<file path="src/rtl/sram_arb_pkg.sv">
`default_nettype none
// ============================================================================
// Module      : sram_arb_pkg
// Description : Shared types and constants for the two-requester SRAM
//               arbiter: response FSM states, grant owner encoding, default
//               widths and one-hot grant bit positions.
// Revision    : 1.0 - initial release
// ============================================================================
package sram_arb_pkg;

  localparam int DEF_ADDR_W = 32;
  localparam int DEF_DATA_W = 32;

  // Bit positions inside the one-hot grant vector produced by sram_arb_pick
  localparam int GNT_I = 0;
  localparam int GNT_D = 1;

  typedef enum logic [1:0] {
    IDLE   = 2'd0,
    RESP_I = 2'd1,
    RESP_D = 2'd2
  } state_e;

  typedef enum logic {
    OWN_I = 1'b0,
    OWN_D = 1'b1
  } owner_e;

endpackage
`default_nettype wire

</file>
<file path="src/rtl/sram_arb_pick.sv">
`default_nettype none
// ============================================================================
// Module      : sram_arb_pick
// Description : Grant selector for the fetch (inst) and load/store (data)
//               requesters. Produces a one-hot grant vector.
//               Macro SRAM_ARB_RR_EN: round-robin on ties using last owner;
//               otherwise fixed priority with data over inst.
// Revision    : 1.0 - initial release
// ============================================================================
module sram_arb_pick
  import sram_arb_pkg::*;
(
  input  logic       inst_req,
  input  logic       data_req,
  input  owner_e     last_own,
  output logic [1:0] gnt_oh
);

  // Select at most one requester this cycle
  always_comb begin
    gnt_oh = 2'b00;
`ifdef SRAM_ARB_RR_EN
    if (inst_req && data_req) begin
      // On a tie the side that did not win last time goes first
      if (last_own == OWN_I) begin
        gnt_oh[GNT_D] = 1'b1;
      end else begin
        gnt_oh[GNT_I] = 1'b1;
      end
    end else begin
      gnt_oh[GNT_I] = inst_req;
      gnt_oh[GNT_D] = data_req;
    end
`else
    if (data_req) begin
      gnt_oh[GNT_D] = 1'b1;
    end else if (inst_req) begin
      gnt_oh[GNT_I] = 1'b1;
    end
`endif
  end

`ifndef SRAM_ARB_RR_EN
  // Fixed priority ignores history; keep the port for a uniform interface
  logic unused_last_own;
  assign unused_last_own = last_own;
`endif

endmodule
`default_nettype wire

</file>
<file path="src/rtl/sram_arbiter.sv">
`default_nettype none
// ============================================================================
// Module      : sram_arbiter
// Description : Arbitrates a fetch port and a load/store port onto one
//               single-ported SRAM. Grants are combinational in the request
//               cycle; the response comes exactly one cycle later.
//               Macro SRAM_ARB_RR_EN selects round-robin arbitration
//               (default build: fixed priority, data over inst).
// Revision    : 1.0 - initial release
// ============================================================================
module sram_arbiter
  import sram_arb_pkg::*;
#(
  parameter int ADDR_W = DEF_ADDR_W,
  parameter int DATA_W = DEF_DATA_W
) (
  input  logic              clk,
  input  logic              resetn,
  input  logic              inst_req,
  input  logic [ADDR_W-1:0] inst_addr,
  output logic              inst_gnt,
  output logic              inst_rvalid,
  output logic [DATA_W-1:0] inst_rdata,
  input  logic              data_req,
  input  logic              data_we,
  input  logic [ADDR_W-1:0] data_addr,
  input  logic [DATA_W-1:0] data_wdata,
  output logic              data_gnt,
  output logic              data_rvalid,
  output logic [DATA_W-1:0] data_rdata,
  output logic              sram_en,
  output logic              sram_we,
  output logic [ADDR_W-1:0] sram_addr,
  output logic [DATA_W-1:0] sram_wdata,
  input  logic [DATA_W-1:0] sram_rdata
);

  state_e     state_q, state_d;
  logic       we_q, we_d;
  owner_e     last_own;
  logic [1:0] pick_oh;

  sram_arb_pick u_pick (
    .inst_req (inst_req),
    .data_req (data_req),
    .last_own (last_own),
    .gnt_oh   (pick_oh)
  );

  // Grants are combinational, so reset must gate them explicitly
  assign inst_gnt = resetn & pick_oh[GNT_I];
  assign data_gnt = resetn & pick_oh[GNT_D];

`ifdef SRAM_ARB_RR_EN
  owner_e last_q, last_d;

  // Remember who was granted most recently; unchanged on idle cycles
  always_comb begin
    last_d = last_q;
    if (inst_gnt) begin
      last_d = OWN_I;
    end else if (data_gnt) begin
      last_d = OWN_D;
    end
  end

  // Last-owner register, reset so the first tie goes to data
  always_ff @(posedge clk or negedge resetn) begin
    if (!resetn) begin
      last_q <= OWN_I;
    end else begin
      last_q <= last_d;
    end
  end

  assign last_own = last_q;
`else
  assign last_own = OWN_I;
`endif

  // Steer the granted requester onto the SRAM port; all zero when idle
  always_comb begin
    sram_en    = 1'b0;
    sram_we    = 1'b0;
    sram_addr  = '0;
    sram_wdata = '0;
    if (data_gnt) begin
      sram_en    = 1'b1;
      sram_we    = data_we;
      sram_addr  = data_addr;
      sram_wdata = data_wdata;
    end else if (inst_gnt) begin
      sram_en    = 1'b1;
      sram_addr  = inst_addr;
    end
  end

  // Next state follows this cycle's grant from any state; write flag captured at grant
  always_comb begin
    state_d = IDLE;
    we_d    = we_q;
    if (data_gnt) begin
      state_d = RESP_D;
      we_d    = data_we;
    end else if (inst_gnt) begin
      state_d = RESP_I;
    end
  end

  // Response FSM and captured write flag; reset drops any pending response
  always_ff @(posedge clk or negedge resetn) begin
    if (!resetn) begin
      state_q <= IDLE;
      we_q    <= 1'b0;
    end else begin
      state_q <= state_d;
      we_q    <= we_d;
    end
  end

  // Return SRAM data to whichever requester owns the response cycle
  always_comb begin
    inst_rvalid = 1'b0;
    inst_rdata  = '0;
    data_rvalid = 1'b0;
    data_rdata  = '0;
    if (state_q == RESP_I) begin
      inst_rvalid = 1'b1;
      inst_rdata  = sram_rdata;
    end else if (state_q == RESP_D) begin
      data_rvalid = 1'b1;
      data_rdata  = we_q ? '0 : sram_rdata;
    end
  end

endmodule
`default_nettype wire

</file>
<file path="config.mk">
export PLATFORM = sky130hd
export DESIGN_NAME = sram_arbiter
export DESIGN_NICKNAME = d
export VERILOG_FILES = /design/src/rtl/sram_arb_pkg.sv /design/src/rtl/sram_arb_pick.sv /design/src/rtl/sram_arbiter.sv
export SDC_FILE = /design/constraint.sdc
export NUM_CORES = 1
export LEC_CHECK = 0
export CORE_AREA = 2 2 103 105
export DETAILED_ROUTE_END_ITERATION = 16
export DIE_AREA = 0 0 105 107
export PLACE_DENSITY = 0.72
export SLEW_MARGIN = 30
export SYNTH_ARGS = -nofsm -noshare
export SYNTH_HDL_FRONTEND = slang
export SYNTH_SLANG_ARGS = --single-unit
export TNS_END_PERCENT = 100
</file>
<file path="constraint.sdc">
create_clock -name clk -period 2.04 [get_ports clk]
set_input_delay 0.204 -clock clk [delete_from_list [all_inputs] [get_ports clk]]
set_output_delay 0.204 -clock clk [all_outputs]
set_load 0.1 [all_outputs]
</file>
## Word level (Yosys, flattened, before mapping)

Cells that the tools add are included.

| cells by class | value |
|---|---|
| mux-type cells | 18 |
| bitwise logic cells | 2 |
| equal/unequal tests | 2 |

Operators with widths:

| cell | number |
|---|---|
| 2-to-1 mux 32 bit | 7 |
| 2-to-1 mux 1 bit | 10 |
| AND 1 bit | 2 |
| equality test 2 x 1 -> 1 bit, second input constant | 1 |
| equality test 2 bit, second input constant | 1 |
| 2-to-1 mux 2 bit | 1 |

| storage, ports and cells | value |
|---|---|
| input port bits | 133 |
| register bits | 3 |

## Longest topological paths before layout

Gate-level depths: netlist (run 1).

| logic depth | value |
|---|---|
| depth after elaboration | 5 |
| mapped depth | 5 |

## Hierarchy

From an unflattened synthesis (run 1), not the netlist that was laid out.

| unflattened totals | value |
|---|---|
| cells, all modules | 168 |
| area, all modules | 1308.8 sq um |

By module, submodules not included:

| module | times used | cells an instance | area each (sq um) |
|---|---|---|---|
| sram_arbiter | 1 | 166 | 1287.5 |
| sram_arb_pick | 1 | 2 | 21.3 |

## Worst setup path after synthesis (run 1)

Ideal clock, no wire load.

| timing path | value |
|---|---|
| path type | input to output |
| start point | input port resetn |
| end point | output port sram_addr[10] |
| setup slack | -827 ps |
| path buffers | 2 |
| cell stages on the path | 4 |
| arrival time | 2663 ps |
| required time | 1836 ps |
| path through | buf_4 buf_2 nand2_1 o21ai_0 |

| between the ends | value |
|---|---|
| longest elaborated chain between the ends | 3 |

Ends and longest elaborated chain:

| what | line | text |
|---|---|---|
| start, declared | sram_arbiter.sv:18 | `input logic resetn,` |
| AND 1 bit | sram_arbiter.sv:51 | `assign inst_gnt = resetn & pick_oh[GNT_I];` |
| 2-to-1 mux 32 bit | sram_arbiter.sv:92 | `end else if (inst_gnt) begin` |
| 2-to-1 mux 32 bit * | sram_arbiter.sv:87 | `if (data_gnt) begin` |
| end, declared | sram_arbiter.sv:33 | `output logic [ADDR_W-1:0] sram_addr,` |

Mark *: on every way between the ends. The rest lies on a longest branch, timed or not.

## Worst setup path after layout (run 1)

| timing path | value |
|---|---|
| start point | register state_q[1] |
| end point | output port inst_rdata[10] |

| between the ends | value |
|---|---|
| longest elaborated chain between the ends | 2 |

Ends and longest elaborated chain:

| what | line | text |
|---|---|---|
| start, declared | sram_arbiter.sv:38 | `state_e state_q, state_d;` |
| start signal, assigned | sram_arbiter.sv:116 | `state_q <= state_d;` |
| equality test 2 x 1 -> 1 bit | sram_arbiter.sv:127 | `if (state_q == RESP_I) begin` |
| 2-to-1 mux 32 bit | sram_arbiter.sv:127 |  |
| end, declared | sram_arbiter.sv:23 | `output logic [DATA_W-1:0] inst_rdata,` |

Every way passes these cells.

==> insert_results.sql, run 1 <==
INSERT INTO impl_metrics (metric_group, metric, value, unit) VALUES
('run_status', 'run_status', 'complete, no violations', ''),
('floorplanning', 'num_io_pins', '267', ''),
('setup_path', 'r2r_slack', '1.25', 'ns'),
('setup_path', 'critical_path_class', 'flop to primary output', ''),
('sta', 'relative_slew_slack', '65.75', '%'),
('placed_design', 'place.gp.congestion', '0.8079', ''),
('sta', 'timing.clock.skew', '0', 'ns'),
('floorplanning', 'design.die.area', '11240', 'um2'),
('power', 'vdd_ir_drop_max', '183.7', 'uV'),
('synth', 'synthesis.instances', '234', ''),
('synth', 'syn-mean-instance-area', '5.834', 'um2'),
('sta', 'report.final.hold_viol_count', '0', ''),
('synth', 'synth_largest_type_area_fraction', '29.79', '%'),
('drt', 'drt_first_pass_iters', '5', ''),
('synth', 'synth_top_cells_by_count', 'sky130_fd_sc_hd__and2_1, sky130_fd_sc_hd__and3_1, sky130_fd_sc_hd__nand2_1, sky130_fd_sc_hd__nand3_1, sky130_fd_sc_hd__o21ai_0', ''),
('layout', 'fillCellCount', '898', ''),
('synth', 'synth_enable_flop_cells', '0', ''),
('setup_path', 'setup.worst_path.end_class', 'primary output', ''),
('clock_network', 'cts_hold_buf', '0', ''),
('synth', 'synthDominantAreaCellType', 'sky130_fd_sc_hd__and2_1', ''),
('clock_network', 'cts-root-to-sink-buffers', '2', ''),
('min_path', 'hp-class', 'input port to asynchronous set/reset pin', ''),
('sta', 'grt_setup_unrepaired', 'false', ''),
('synth', 'synth.area.top_cells', 'sky130_fd_sc_hd__and2_1, sky130_fd_sc_hd__and3_1, sky130_fd_sc_hd__nand3_1', ''),
('clock_network', 'clock_tree.htree_level_count', '1', ''),
('sta', 'fin_crit_sh', '89.12', '%'),
('synth', 'synth_sequential_area_ratio', '5.500', '%'),
('drt', 'drtAntennaViolNets', '0', ''),
('setup_path', 'critPathTopFamily', 'simple AND/OR/NAND/NOR gates', ''),
('floorplanning', 'die_w', '105', 'um'),
('synth', 'async_flop_share', '100.0', '%'),
('grt', 'grt_start_max_net_pins', '56', ''),
('synth', 'synthDistinctLibCells', '18', ''),
('synth', 'synth_area', '1365', 'um2'),
('drt', 'drt-wirelength-per-cell', '15.29', 'um'),
('drt', 'vias_per_cell', '4.259', ''),
('setup_path', 'rr_worst_depth', '1', ''),
('setup_path', 'reg2reg_to', 'we_q$_DFFE_PN0P_', ''),
('sta', 'max_freq', '550.0', 'MHz'),
('grt', 'grt.overflow.total', '0', ''),
('grt', 'grt_use_total', '15.36', '%'),
('setup_path', 'critical-path-slowest-cell', 'sky130_fd_sc_hd__and2b_2', ''),
('clock_network', 'cts-resized-gates', '0', ''),
('drt', 'route.detailed.drc', '0', ''),
('grt', 'grt_pass1_vias', '2659', ''),
('job', 'max_cap_viol_count', '0', ''),
('drt', 'drt-initial-drc-count', '116', ''),
('power', 'powerDensity', '360.9', 'nW/um2'),
('synth', 'ys_seq_elements', '3', ''),
('sta', 'timing_max_transition_violations_final', '0', ''),
('synth', 'syn-num-nets', '367', ''),
('grt', 'initial_antenna_violation_count', '1', ''),
('placed_design', 'detailedPlacementHpwl', '8082', 'um'),
('setup_path', 'critical_path.cell_chain', 'and2b_2 > and2_1 > buf_12', ''),
('layout', 'nNetsFinal', '615', ''),
('setup_path', 'setup.worst_path.start_class', 'flop', ''),
('sta', 'setup-violations-final', '0', ''),
('placed_design', 'dp_worst_setup_slack', '0.2462', 'ns'),
('sta', 'final_critical_path_setup_slack', '0.2219', 'ns'),
('drt', 'via_count', '2628', ''),
('setup_path', 'timing.critical_path.required', '1.84', 'ns'),
('clock_network', 'numCtsBuffers', '3', ''),
('floorplanning', 'coreArea', '10090', 'um2'),
('clock_network', 'clkSlewWorstSetupHoldPaths', '0.03', 'ns'),
('placed_design', 'numPortBuffers', '266', ''),
('drt', 'final_wl', '9431', 'um'),
('floorplanning', 'start_util', '13.53', '%'),
('setup_path', 'cp_slowest_stage_delay', '0.55', 'ns'),
('synth', 'synth_ff_type', 'sky130_fd_sc_hd__dfrtp_1', ''),
('floorplanning', 'dieHeight', '107', 'um'),
('sta', 'layout_min_cycle_time', '1.818', 'ns');
## kinds of logic after synthesis
logic type	after synthesis	synth area share, %
and+or+nand+nor	170	70.03
AOI/OAI and AO/OA	32	11.73
buffers and inverters	28	11.64
DFF	3	5.499
muxes	1	1.100
## state kept, by name (all words and copies together), names as in the netlist
| signal | count |
|---|---|
| state_q | 2 |
| we_q | 1 |
## cell type report
type                    instances  area (um2)  area share, %
well taps                     136       170.2          3.110
clock buffers                   4       45.04         0.8232
repair buffers                270        4024          73.54
multi-input cells             203        1154          21.08
flip-flops and latches          3       75.07          1.372
inverters                       1       3.754        0.06860
## placed cells by master (no fill, tap or decap), types with 2 or more instances in the layout
master                            Yosys  routed
sky130_fd_sc_hd__and2_1              65      65
sky130_fd_sc_hd__nor2_1               4       4
sky130_fd_sc_hd__buf_12               0     134
sky130_fd_sc_hd__buf_2                4       2
sky130_fd_sc_hd__nand2_1             32      32
sky130_fd_sc_hd__o21ai_1              0      26
sky130_fd_sc_hd__o21ai_2              0       6
sky130_fd_sc_hd__and3_1              33      33
sky130_fd_sc_hd__clkdlybuf4s50_1      0     130
sky130_fd_sc_hd__buf_4                8       4
sky130_fd_sc_hd__clkbuf_8             0       3
sky130_fd_sc_hd__dfrtp_1              3       3
sky130_fd_sc_hd__nand3_1             32      32
## worst max-delay path by stage
stage / endpoint / depth (start not counted) / slack, ns / start
4_1_cts: inst_rdata[10] / 3 / 0.22 / state_q[1]$_DFF_PN0_
5_1_grt: inst_rdata[10] / 3 / 0.13 / state_q[1]$_DFF_PN0_
2_1_floorplan: sram_addr[11] / 4 / -0.07 / resetn
6_report: inst_rdata[10] / 3 / 0.22 / state_q[1]$_DFF_PN0_
3_5_place_dp: sram_addr[8] / 4 / 0.25 / inst_req
3_3_place_gp: sram_addr[26] / 4 / 0.32 / inst_req
## power by group
part / switching [uW] / internal (uW)
clock: 36.7 / 133
sequential: 4.68 / 64.7
combinational: 1050 / 685
## metrics by stage
step                TNS (ns)  cell area [um2]  cells  hold WS, ns  utilization [%]
floorplan             -1.691             1388    234     -0.09159                -
global placement           0             5426    613       0.2698            53.77
detailed placement         0             5426    613       0.2697            53.77
CTS                        0             5472    617      0.03820            54.22
global route               0             5472    617      0.05958            54.22
finish                     0             5472    617      0.02892            54.22
## routing by layer
metal	global-route usage [%]	vias up	part of all wire (%)
li1	-	1272	-
met1	15.29	1159	33
met2	29.50	171	54
met3	4.559	24	9.4
met4	6.476	2	3.6
met5	0	-	0.17
No activity file was read; power rests on OpenSTA's default activity.
==> run 2: changes to the inputs <==
CORE_AREA = 10 10 95 97   (was 2 2 103 105)
PLACE_DENSITY = 0.92   (was 0.72)
==> insert_results.sql, run 2 (synthesis results as in run 1) <==
INSERT INTO impl_metrics (metric_group, metric, value, unit) VALUES
('run_status', 'run_status', 'complete, no violations', ''),
('drt', 'drtAntennaViolNets', '0', ''),
('power', 'power.share.sequential', '3.5', '%'),
('floorplanning', 'placement_rows', '31', ''),
('job', 'max_cap_viol_count', '0', ''),
('placed_design', 'place.gp.congestion', '0.8065', ''),
('drt', 'vias_per_cell', '4.616', ''),
('layout', 'mostFrequentLayoutCells', 'sky130_fd_sc_hd__buf_12, sky130_fd_sc_hd__clkdlybuf4s50_1, sky130_fd_sc_hd__and2_1, sky130_fd_sc_hd__and3_1', ''),
('setup_path', 'cp.arrival', '1.58', 'ns'),
('layout', 'regMostFlops', 'state_q', ''),
('floorplanning', 'design.die.area', '11240', 'um2'),
('sta', 'layout_min_cycle_time', '1.784', 'ns'),
('clock_network', 'cts.root.buffer_cell', 'sky130_fd_sc_hd__clkbuf_8', ''),
('grt', 'grt.overflow.total', '0', ''),
('grt', 'grtUsageMet3', '7.545', '%'),
('layout', 'layoutNonFillerInstCount', '583', ''),
('sta', 'setup-violations-final', '0', ''),
('placed_design', 'detailedPlacementHpwl', '11210', 'um'),
('sta', 'report.final.hold_viol_count', '0', ''),
('setup_path', 'timing.critical_path.required', '1.84', 'ns'),
('power', 'total_switching_power', '1113', 'uW'),
('power', 'cellLeakagePower', '0.002301', 'uW'),
('setup_path', 'critical_path.max_fanout', '34', ''),
('layout', 'final_common_cell', 'sky130_fd_sc_hd__buf_12', ''),
('layout', 'largest_reg_flops', '2', ''),
('layout', 'fin_area', '5425', 'um2'),
('clock_network', 'tritoncts', 'done', ''),
('clock_network', 'numCtsBuffers', '3', ''),
('clock_network', 'clkSlewWorstSetupHoldPaths', '0.03', 'ns'),
('floorplanning', 'start_util', '19.13', '%'),
('sta', 'max_freq', '560.7', 'MHz'),
('min_path', 'hp-class', 'input port to asynchronous set/reset pin', ''),
('floorplanning', 'num_io_pins', '267', ''),
('clock_network', 'clock_tree.htree_level_count', '1', ''),
('floorplanning', 'dieHeight', '107', 'um'),
('clock_network', 'cts.sink_count', '3', ''),
('clock_network', 'cts-root-to-sink-buffers', '2', ''),
('layout', 'area_growth', '297.4', '%'),
('floorplanning', 'coreArea', '7137', 'um2'),
('layout', 'post-route-util', '76.02', '%'),
('sta', 'timing_max_transition_violations_final', '0', ''),
('drt', 'via_count', '2691', ''),
('power', 'sw_share', '55.77', '%'),
('drt', 'drt_first_pass_iters', '4', ''),
('sta', 'total_negative_slack', '0', 'ns'),
('setup_path', 'reg2reg_to', 'we_q$_DFFE_PN0P_', ''),
('sta', 'worst_hold_slack', '0.007574', 'ns'),
('placed_design', 'post-place-cells', '577', ''),
('sta', 'fin_crit_sh', '87.43', '%'),
('layout', 'largestRegisters', 'state_q (2), we_q (1)', ''),
('power', 'powerDensity', '367.9', 'nW/um2'),
('clock_network', 'worstSkewPairLatency', '0.22', 'ns'),
('grt', 'grt_pass1_wl', '17870', 'um'),
('setup_path', 'critical_path_class', 'input port to primary output', ''),
('power', 'comb_power_share', '87.6', '%'),
('setup_path', 'r2r_start', 'we_q$_DFFE_PN0P_', ''),
('grt', 'grt_util_met2', '40.97', '%'),
('clock_network', 'postCtsSetupRepairBufs', '0', ''),
('sta', 'relative_slew_slack', '66.82', '%'),
('drt', 'drt-wirelength-per-cell', '21.28', 'um'),
('power', 'internal_power', '882.7', 'uW'),
('grt', 'global_route.usage.met1', '18.08', '%'),
('setup_path', 'setup.worst_path.end_class', 'primary output', ''),
('grt', 'grt_pass1_vias', '2765', ''),
('drt', 'drt-initial-drc-count', '82', ''),
('sta', 'tightest_slew', '0.4977', 'ns'),
('placed_design', 'placedInstanceArea', '5375', 'um2'),
('setup_path', 'rr_worst_depth', '1', ''),
('layout', 'post_route_cells_drive_above_1_share', '31.95', '%'),
('grt', 'global_route.peak_usage_layer', 'met2', ''),
('setup_path', 'setup.worst_path.start_class', 'input port', ''),
('clock_network', 'cts_hold_buf', '0', ''),
('placed_design', 'numPortBuffers', '266', ''),
('setup_path', 'r2r_slack', '1.25', 'ns'),
('floorplanning', 'die_w', '105', 'um'),
('power', 'vdd_ir_drop_max', '237.8', 'uV'),
('grt', 'grt_use_total', '20.14', '%'),
('grt', 'grt_start_max_net_pins', '57', ''),
('layout', 'nNetsFinal', '616', ''),
('sta', 'grt_setup_unrepaired', 'false', ''),
('sta', 'timing.clock.skew', '0', 'ns'),
('grt', 'initial_antenna_violation_count', '2', ''),
('power', 'clock_power_share', '8.9', '%'),
('clock_network', 'cts-resized-gates', '0', ''),
('drt', 'route.detailed.drc', '0', ''),
('drt', 'final_wl', '12410', 'um');
## run 2: cell types whose count changed in the layout (fill, tap and decap cells not counted)
cell,change
sky130_fd_sc_hd__buf_4,+2
sky130_fd_sc_hd__buf_12,-1
sky130_fd_sc_hd__diode_2,+2
## run 2: worst max path at each step
stage,from,endpoint,slack (ns),cells after the start
2_1_floorplan,resetn,sram_addr[11],-0.07,4
3_3_place_gp,inst_req,sram_addr[0],0.34,4
3_5_place_dp,inst_req,sram_addr[13],0.26,4
4_1_cts,state_q[1]$_DFF_PN0_,inst_rdata[3],0.24,3
5_1_grt,state_q[1]$_DFF_PN0_,inst_rdata[3],0.14,3
6_report,inst_req,sram_addr[14],0.26,4
## run 2: power groups by stage
stage          logic (uW)  registers [uW]  clock network, uW
4_1_cts              1760            69.6                183
6_report             1750            69.3                177
5_1_grt              1800            70.3                191
3_3_place_gp         1730            69.9                  0
3_5_place_dp         1760            70.4                  0
2_1_floorplan         965            69.3                  0
## run 2: cell type report
class,instances,area (um2)
repair buffers,271,4019
fillers,465,1712
multi-input cells,203,1154
well taps,99,123.9
flip-flops and latches,3,75.07
clock buffers,4,45.04
diodes,2,5.005
inverters,1,3.754
## run 2: worst max-delay path: stages
cell	delay (ns)
sky130_fd_sc_hd__clkdlybuf4s50_1	0.53
sky130_fd_sc_hd__nand2b_4	0.25
sky130_fd_sc_hd__o21ai_1	0.35
sky130_fd_sc_hd__buf_12	0.22
## run 2: metrics by stage
stage,setup slack [ns],power (uW)
after floorplan,-0.07287,1034
after global placement,0.3429,1797
after detailed placement,0.2598,1828
after CTS,0.2389,2012
after global routing,0.1442,2061
final,0.2564,1996
## run 2: per-layer routing
layer / wire length, um / share of wire [%] / vias to the layer above
met3: 1112 / 9.0 / 18
met5: 0 / 0 / -
met4: 251 / 2.0 / 0
li1: - / - / 1280
met2: 7104 / 57 / 164
met1: 3935 / 32 / 1229
